$ cat src/rtl/can_form_checker_p_if.sv
// can_form_checker_p_if: bundle of the sample strobe, sampled bit, field code
// and form-checker results shared by the checker and the logic that drives it.
//   Sample_Strobe  one-cycle pulse at the bit sample point
//   Bit_Entrada    sampled bus bit (0 = dominant)
//   Estado         field code from the bit FSM
//   Form_monitor   sticky flags [0] SRR, [1] CRC delim, [2] ACK delim, [3] EOF
//   Form_error     one-cycle pulse on the first form error of a frame
//   Eof_err_pos    EOF bit index of the first EOF error
//   Frame_done     one-cycle pulse after the last EOF bit
//   Err_count      saturating count of erroneous frames
// master: the side producing strobe/bit/field code; slave: the checker.
interface can_form_checker_p_if #(
  parameter int unsigned ESTADO_W = 6,
  parameter int unsigned CNT_W    = 8
);
  logic                Sample_Strobe;
  logic                Bit_Entrada;
  logic [ESTADO_W-1:0] Estado;
  logic [3:0]          Form_monitor;
  logic                Form_error;
  logic [3:0]          Eof_err_pos;
  logic                Frame_done;
  logic [CNT_W-1:0]    Err_count;

  modport master (
    output Sample_Strobe, Bit_Entrada, Estado,
    input  Form_monitor, Form_error, Eof_err_pos, Frame_done, Err_count
  );

  modport slave (
    input  Sample_Strobe, Bit_Entrada, Estado,
    output Form_monitor, Form_error, Eof_err_pos, Frame_done, Err_count
  );
endinterface

$ cat src/rtl/can_form_checker_p.sv
// can_form_checker_p: CAN receive-path form-error monitor. On each sample
// strobe it checks the fixed-form fields (SRR, CRC delimiter, ACK delimiter,
// EOF) named by the field code and keeps per-frame sticky flags, a pulse on
// the first error, the position of the first EOF error and a frame-done pulse.
// Ports:
//   Clock_TB  system clock, rising edge
//   Reset     asynchronous reset, active high
//   bus       can_form_checker_p_if.slave (strobe, bit, field code in; results out)
// Optional feature: define FORM_ERR_CNT_EN to build the saturating
// erroneous-frame counter on Err_count; otherwise Err_count is tied to 0.
module can_form_checker_p #(
  parameter int unsigned ESTADO_W        = 6,
  parameter int unsigned ST_IDA          = 0,
  parameter int unsigned ST_SRR          = 2,
  parameter int unsigned ST_CRCD         = 9,
  parameter int unsigned ST_ACKD         = 10,
  parameter int unsigned ST_EOF          = 20,
  parameter int unsigned EOF_LEN         = 7,
  parameter int unsigned LAST_EOF_IGNORE = 1,
  parameter int unsigned CNT_W           = 8
) (
  input logic                 Clock_TB,
  input logic                 Reset,
  can_form_checker_p_if.slave bus
);

  typedef enum logic [1:0] {StIdle, StFrame, StDone} state_e;

  localparam logic [3:0] LastIdx = 4'(EOF_LEN - 1);

  state_e     state_q, state_d;
  logic [3:0] mon_q, mon_d;
  logic [3:0] pos_q, pos_d;
  logic [3:0] eof_cnt_q, eof_cnt_d;
  logic       srr_seen_q, srr_seen_d;
  logic       err_q, err_d;
  logic       done_q, done_d;
  logic       eof_bit_err;

  // A dominant final EOF bit is tolerated by receivers when LAST_EOF_IGNORE=1.
  assign eof_bit_err = !bus.Bit_Entrada &&
                       !((LAST_EOF_IGNORE != 0) && (eof_cnt_q == LastIdx));

  always_comb begin
    state_d    = state_q;
    mon_d      = mon_q;
    pos_d      = pos_q;
    eof_cnt_d  = eof_cnt_q;
    srr_seen_d = srr_seen_q;
    err_d      = 1'b0;
    done_d     = 1'b0;
    if (bus.Sample_Strobe) begin
      if (bus.Estado == ESTADO_W'(ST_IDA)) begin
        // Start of frame restarts from any state; no error pulse this cycle.
        state_d    = StFrame;
        mon_d      = 4'b0000;
        pos_d      = 4'd0;
        eof_cnt_d  = 4'd0;
        srr_seen_d = 1'b0;
      end else if (state_q == StFrame) begin
        if (bus.Estado == ESTADO_W'(ST_SRR)) begin
          // Only the first of the SRR/IDE pair is a fixed-form bit.
          if (!srr_seen_q) begin
            srr_seen_d = 1'b1;
            if (!bus.Bit_Entrada) mon_d[0] = 1'b1;
          end
        end else if (bus.Estado == ESTADO_W'(ST_CRCD)) begin
          if (!bus.Bit_Entrada) mon_d[1] = 1'b1;
        end else if (bus.Estado == ESTADO_W'(ST_ACKD)) begin
          if (!bus.Bit_Entrada) mon_d[2] = 1'b1;
        end else if (bus.Estado == ESTADO_W'(ST_EOF)) begin
          if (eof_bit_err) begin
            mon_d[3] = 1'b1;
            if (!mon_q[3]) pos_d = eof_cnt_q;
          end
          eof_cnt_d = eof_cnt_q + 4'd1;
          if (eof_cnt_q == LastIdx) begin
            done_d  = 1'b1;
            state_d = StDone;
          end
        end
        err_d = (mon_q == 4'b0000) && (mon_d != 4'b0000);
      end
    end
  end

  always_ff @(posedge Clock_TB or posedge Reset) begin
    if (Reset) begin
      state_q    <= StIdle;
      mon_q      <= 4'b0000;
      pos_q      <= 4'd0;
      eof_cnt_q  <= 4'd0;
      srr_seen_q <= 1'b0;
      err_q      <= 1'b0;
      done_q     <= 1'b0;
    end else begin
      state_q    <= state_d;
      mon_q      <= mon_d;
      pos_q      <= pos_d;
      eof_cnt_q  <= eof_cnt_d;
      srr_seen_q <= srr_seen_d;
      err_q      <= err_d;
      done_q     <= done_d;
    end
  end

  assign bus.Form_monitor = mon_q;
  assign bus.Form_error   = err_q;
  assign bus.Eof_err_pos  = pos_q;
  assign bus.Frame_done   = done_q;

`ifdef FORM_ERR_CNT_EN
  logic [CNT_W-1:0] cnt_q, cnt_d;

  // Uses next-state flags so an error on the final EOF bit still counts.
  always_comb begin
    cnt_d = cnt_q;
    if (done_d && (mon_d != 4'b0000) && (cnt_q != {CNT_W{1'b1}})) begin
      cnt_d = cnt_q + 1'b1;
    end
  end

  always_ff @(posedge Clock_TB or posedge Reset) begin
    if (Reset) begin
      cnt_q <= '0;
    end else begin
      cnt_q <= cnt_d;
    end
  end

  assign bus.Err_count = cnt_q;
`else
  assign bus.Err_count = '0;
`endif

endmodule
$ cat src/flat_wrapper.sv
// flat-port wrapper written by rule: the top's interface ports become plain ports
module can_form_checker_p_flat 
#(
  parameter int unsigned ESTADO_W        = 6,
  parameter int unsigned ST_IDA          = 0,
  parameter int unsigned ST_SRR          = 2,
  parameter int unsigned ST_CRCD         = 9,
  parameter int unsigned ST_ACKD         = 10,
  parameter int unsigned ST_EOF          = 20,
  parameter int unsigned EOF_LEN         = 7,
  parameter int unsigned LAST_EOF_IGNORE = 1,
  parameter int unsigned CNT_W           = 8
)
  (Clock_TB, Reset, bus_Sample_Strobe, bus_Bit_Entrada, bus_Estado, bus_Form_monitor, bus_Form_error, bus_Eof_err_pos, bus_Frame_done, bus_Err_count);
  can_form_checker_p_if #(.ESTADO_W(ESTADO_W), .CNT_W(CNT_W)) bus_i ();
  input logic Clock_TB;
  input logic Reset;
  input wire logic [$bits(bus_i.Sample_Strobe)-1:0] bus_Sample_Strobe;
  input wire logic [$bits(bus_i.Bit_Entrada)-1:0] bus_Bit_Entrada;
  input wire logic [$bits(bus_i.Estado)-1:0] bus_Estado;
  output wire logic [$bits(bus_i.Form_monitor)-1:0] bus_Form_monitor;
  output wire logic [$bits(bus_i.Form_error)-1:0] bus_Form_error;
  output wire logic [$bits(bus_i.Eof_err_pos)-1:0] bus_Eof_err_pos;
  output wire logic [$bits(bus_i.Frame_done)-1:0] bus_Frame_done;
  output wire logic [$bits(bus_i.Err_count)-1:0] bus_Err_count;
  assign bus_i.Sample_Strobe = bus_Sample_Strobe;
  assign bus_i.Bit_Entrada = bus_Bit_Entrada;
  assign bus_i.Estado = bus_Estado;
  assign bus_Form_monitor = bus_i.Form_monitor;
  assign bus_Form_error = bus_i.Form_error;
  assign bus_Eof_err_pos = bus_i.Eof_err_pos;
  assign bus_Frame_done = bus_i.Frame_done;
  assign bus_Err_count = bus_i.Err_count;
  can_form_checker_p #(.ESTADO_W(ESTADO_W), .ST_IDA(ST_IDA), .ST_SRR(ST_SRR), .ST_CRCD(ST_CRCD), .ST_ACKD(ST_ACKD), .ST_EOF(ST_EOF), .EOF_LEN(EOF_LEN), .LAST_EOF_IGNORE(LAST_EOF_IGNORE), .CNT_W(CNT_W)) u_core (.Clock_TB(Clock_TB), .Reset(Reset), .bus(bus_i));
endmodule
$ cat config.mk
export PLATFORM = sky130hd
export DESIGN_NAME = can_form_checker_p_flat
export DESIGN_NICKNAME = d
export VERILOG_FILES = /design/src/rtl/can_form_checker_p_if.sv /design/src/rtl/can_form_checker_p.sv /design/src/flat_wrapper.sv
export SDC_FILE = /design/constraint.sdc
export NUM_CORES = 1
export LEC_CHECK = 0
export CAP_MARGIN = 15
export CORE_MARGIN = 8
export CORE_UTILIZATION = 45
export CTS_CLUSTER_SIZE = 30
export DETAILED_ROUTE_END_ITERATION = 12
export GPL_TIMING_DRIVEN = 0
export HOLD_SLACK_MARGIN = 0.02
export PLACE_DENSITY = 0.85
export SYNTH_ARGS = -nofsm -noshare
export SYNTH_HDL_FRONTEND = slang
export SYNTH_SLANG_ARGS = --single-unit
export TNS_END_PERCENT = 5
$ cat constraint.sdc
create_clock -name Clock_TB -period 2.5 [get_ports Clock_TB]
set_clock_uncertainty 0.2 [all_clocks]
set_input_delay 0.625 -clock Clock_TB [delete_from_list [all_inputs] [get_ports Clock_TB]]
set_output_delay 0.625 -clock Clock_TB [all_outputs]
set_load 0.03 [all_outputs]
==> impl_summary.txt <==
----------------------------------------------------
[Route]
  Vias after detailed routing ... 805
  DRC Markers ... 0
  Mean routed wirelength per cell ... 13.9 microns
  Number of iterations in the first detailed-routing pass ... 4
  Initial detailed-routing violation count ... 8
  Number of nets with antenna violations after routing ... 0
  Total detailed-routing wirelength ... 2120 microns
  Vias per cell ... 5.30

[Die]
  # rows ... 16
  Top-level I/O count ... 28
  Area of the die ... between 3000 and 4000 sq um
  Placeable Area ... 1980 sq um
  Die Span X ... 62.0 microns
  Height of the die ... just over 60 microns
  Initial Util ... 0.480

[Setup path]
  Worst Setup Path Type ... in -> reg
  Top fanout value on the critical path ... 6
  Crit. End Element ... register
  Worst path required time ... between 2 and 2.5 ns
  CP Data Arrival Time ... 2.42 ns
  Worst Setup Start Kind ... input port

[Clocking]
  Latest clock arrival within the worst-skew pair ... 0.29 ns
  CTS Buf Count ... 3
  Clk Tree Root Cell ... sky130_fd_sc_hd__clkbuf_4
  Clk sink count ... 17
  Clock transition at the register clock pins on the worst setup and hold paths after CTS ... 0.09 ns
  Cts-stage hold buffer count ... 0
  Clock Tree Buf Depth ... 2
  CTS tree ... built
  H-tree levels ... 1

[STA]
  Peak clock frequency supported by timing ... 409 MHz
  Count of final hold-check violations ... 0
  Number of failing setup endpoints in the final timing report ... 0
  Transition at the pin with the smallest max-transition slack ... 0.639 ns
  Max transition margin ... 0.572
  Max-slew violation count ... 0
  Min cycle time layout ... around 2.4 ns
  Worst hold slack after final layout ... 0.310 ns
  Unrepaired setup endpoints after global routing ... yes
  Total negative slack ... 0 ns
  Fin crit share ... 0.978

[Pwr]
  Net switching share of the total power ... 0.296
  Internal power ... around 0.00040 W
  Worst IR Drop VDD ... 0.375 mV
  Total power density per cell area ... 463 nW/um^2
  Cell leakage power ... slightly below 0.6 nW
  Reg power frac ... 0.535
  Net switching power ... 0.000170 W
  Relative contribution of combinational cells to total power ... 0.213
  Share of power burned in the clock network ... 0.252

[GRT]
  Overall track demand over capacity in global routing ... 0.123
  Via count of the first global-routing pass ... 757
  Maximum number of pins on one net before global-route repair ... 18
  Antenna violations before repair ... 0
  Wire length of the first global-routing pass ... 3460 microns
  Total congestion overflow ... 0

[Yosys]
  Top area cells in the synthesized netlist ... sky130_fd_sc_hd__dfrtp_1, sky130_fd_sc_hd__buf_4, sky130_fd_sc_hd__a22o_1, sky130_fd_sc_hd__nor4_1, sky130_fd_sc_hd__a31oi_1
  Yosys cell types ... 36
  Sequential share of the synthesized area ... 0.447
  Count of flip-flops with a built-in enable after synthesis ... 0
  Top cell type's share of synthesized area ... 0.447
  Share of flip-flops with an asynchronous set or reset ... 1.00
  Warning count from the yosys run ... 0
  Cells after synthesis ... 94
  Most frequently used flop master after synthesis ... sky130_fd_sc_hd__dfrtp_1
  #FFs+latches synth ... 17
  Library cell occupying the most area in the post-synthesis netlist ... sky130_fd_sc_hd__dfrtp_1
  Mean instance size in the synthesized netlist ... between 10 and 15 sq um
  Netlist area before placement ... 951 sq um

[Finish]
  Filler cell count ... 165
  Area Growth Syn to Fin ... 30.1%
  Layout cell share with drive strength beyond 1 ... 0.136
  Net count, final ... roughly 140
  Diodes inserted ... 0

[Place]
  IO buf count ... 19
  Weighted congestion reported at the end of routability-driven placement ... 0.900
  HPWL after DPL ... 1690 microns

[Min path]
  Hold crit path type ... reg -> reg

[Flow run]
  Max-cap violation count ... 0

[Run status]
  Run status ... completed

----------------------------------------------------
flip-flops by register name (all words and copies together), names as in the netlist:
register,cells
u_core.bus.Form_error,1
u_core.eof_cnt_q,4
u_core.state_q,2
u_core.bus.Eof_err_pos,4
u_core.srr_seen_q,1
u_core.bus.Form_monitor,4
u_core.bus.Frame_done,1
layer usage:
layer,up-vias,track usage,share of wire
met4,0,0.0877,0.017
met5,-,0,0
met3,2,0.0247,0.048
met1,387,0.148,0.44
met2,20,0.190,0.49
li1,396,-,-
final timing paths:
check                                                 end                       start  depth (start not counted)  slack (ns)
worst max-delay path            u_core.bus.Eof_err_pos[3]               bus_Estado[1]                          5        0.06
worst min-delay path            u_core.bus.Eof_err_pos[1]   u_core.bus.Eof_err_pos[1]                          1        0.31
worst max register to register  u_core.bus.Eof_err_pos[3]  u_core.bus.Form_monitor[3]                          4        0.46
worst min register to register  u_core.bus.Eof_err_pos[1]   u_core.bus.Eof_err_pos[1]                          1        0.31
max in group asynchronous             u_core.eof_cnt_q[3]                       Reset                          2        1.20
min in group asynchronous           u_core.bus.Form_error                       Reset                          2        0.50
Yosys cell counts (2+ instances only):
cell	n
sky130_fd_sc_hd__inv_1	6
sky130_fd_sc_hd__a21oi_1	4
sky130_fd_sc_hd__nand2_1	4
sky130_fd_sc_hd__a31oi_1	4
sky130_fd_sc_hd__ha_1	2
sky130_fd_sc_hd__nor3_1	2
sky130_fd_sc_hd__a21o_1	2
sky130_fd_sc_hd__a22o_1	4
sky130_fd_sc_hd__nor4_1	5
sky130_fd_sc_hd__nor2_1	6
sky130_fd_sc_hd__dfrtp_1	17
sky130_fd_sc_hd__nand3b_1	2
sky130_fd_sc_hd__or3_1	3
sky130_fd_sc_hd__o21ai_0	4
sky130_fd_sc_hd__buf_4	8
cell families (layout without fill, tap and decap cells):
group	Yosys count	in the layout	share of synthesized area
other cells	1	8	0.00394
flops	17	17	0.447
xor+xnor	1	1	0.00921
fa+ha+maj	2	2	0.0263
compound gates	23	23	0.159
simple gates	35	35	0.263
buf+inv	15	39	0.0908
placed cells by master, fill, tap and decap left out, types with 2 or more instances in the layout:
master	synthesis	layout
sky130_fd_sc_hd__ha_1	2	2
sky130_fd_sc_hd__buf_4	8	9
sky130_fd_sc_hd__clkbuf_4	0	3
sky130_fd_sc_hd__nor2_1	6	6
sky130_fd_sc_hd__a21oi_1	4	4
sky130_fd_sc_hd__a22o_1	4	4
sky130_fd_sc_hd__or3_1	3	3
sky130_fd_sc_hd__nor4_1	5	5
sky130_fd_sc_hd__inv_1	6	6
sky130_fd_sc_hd__nand3b_1	2	2
sky130_fd_sc_hd__clkdlybuf4s50_1	0	18
sky130_fd_sc_hd__clkbuf_1	1	2
sky130_fd_sc_hd__a21o_1	2	2
sky130_fd_sc_hd__nor3_1	2	2
sky130_fd_sc_hd__a31oi_1	4	4
sky130_fd_sc_hd__o21ai_0	4	4
sky130_fd_sc_hd__dfrtp_1	17	17
sky130_fd_sc_hd__conb_1	1	8
sky130_fd_sc_hd__nand2_1	4	4
final cells by class:
type / instances / area (sq um) / share of cell area
Multi-Input combinational cell: 69 / 465 / 0.376
Sequential cell: 17 / 425 / 0.344
Timing Repair Buffer: 20 / 200 / 0.162
Buffer: 9 / 63.8 / 0.0516
Tap cell: 27 / 33.8 / 0.0273
Clock buffer: 4 / 26.3 / 0.0212
Inverter: 6 / 22.5 / 0.0182
what timing repair did:
item                                    in CTS  in global routing
setup buffers                                0                  1
endpoints found under the setup margin       0                  6
gates resized for setup                      0                  1
power by group through the flow:
stage          sequential [W]  combinational (W)  clock, W
2_1_floorplan        0.000318          0.0000701         0
3_3_place_gp         0.000311           0.000119         0
3_5_place_dp         0.000312           0.000122         0
4_1_cts              0.000307           0.000122  0.000151
5_1_grt              0.000309           0.000134  0.000166
6_report             0.000307           0.000122  0.000144
worst max-delay path: stages:
cell	delay, ns
sky130_fd_sc_hd__clkdlybuf4s50_1	0.51
sky130_fd_sc_hd__or4_4	0.58
sky130_fd_sc_hd__nor4_1	0.29
sky130_fd_sc_hd__o21ai_1	0.15
sky130_fd_sc_hd__a22o_1	0.26
metrics by stage:
stage               power [W]   util  area (sq um)  std cells  setup slack [ns]
finish               0.000573  0.624          1240        152            0.0552
global route         0.000609  0.624          1240        152           -0.0166
global placement     0.000430  0.606          1200        147            -0.270
detailed placement   0.000434  0.606          1200        147            -0.301
CTS                  0.000580  0.619          1230        151            0.0169
floorplan            0.000388      -           977        101             0.357
No activity file was read; power rests on OpenSTA's default activity.
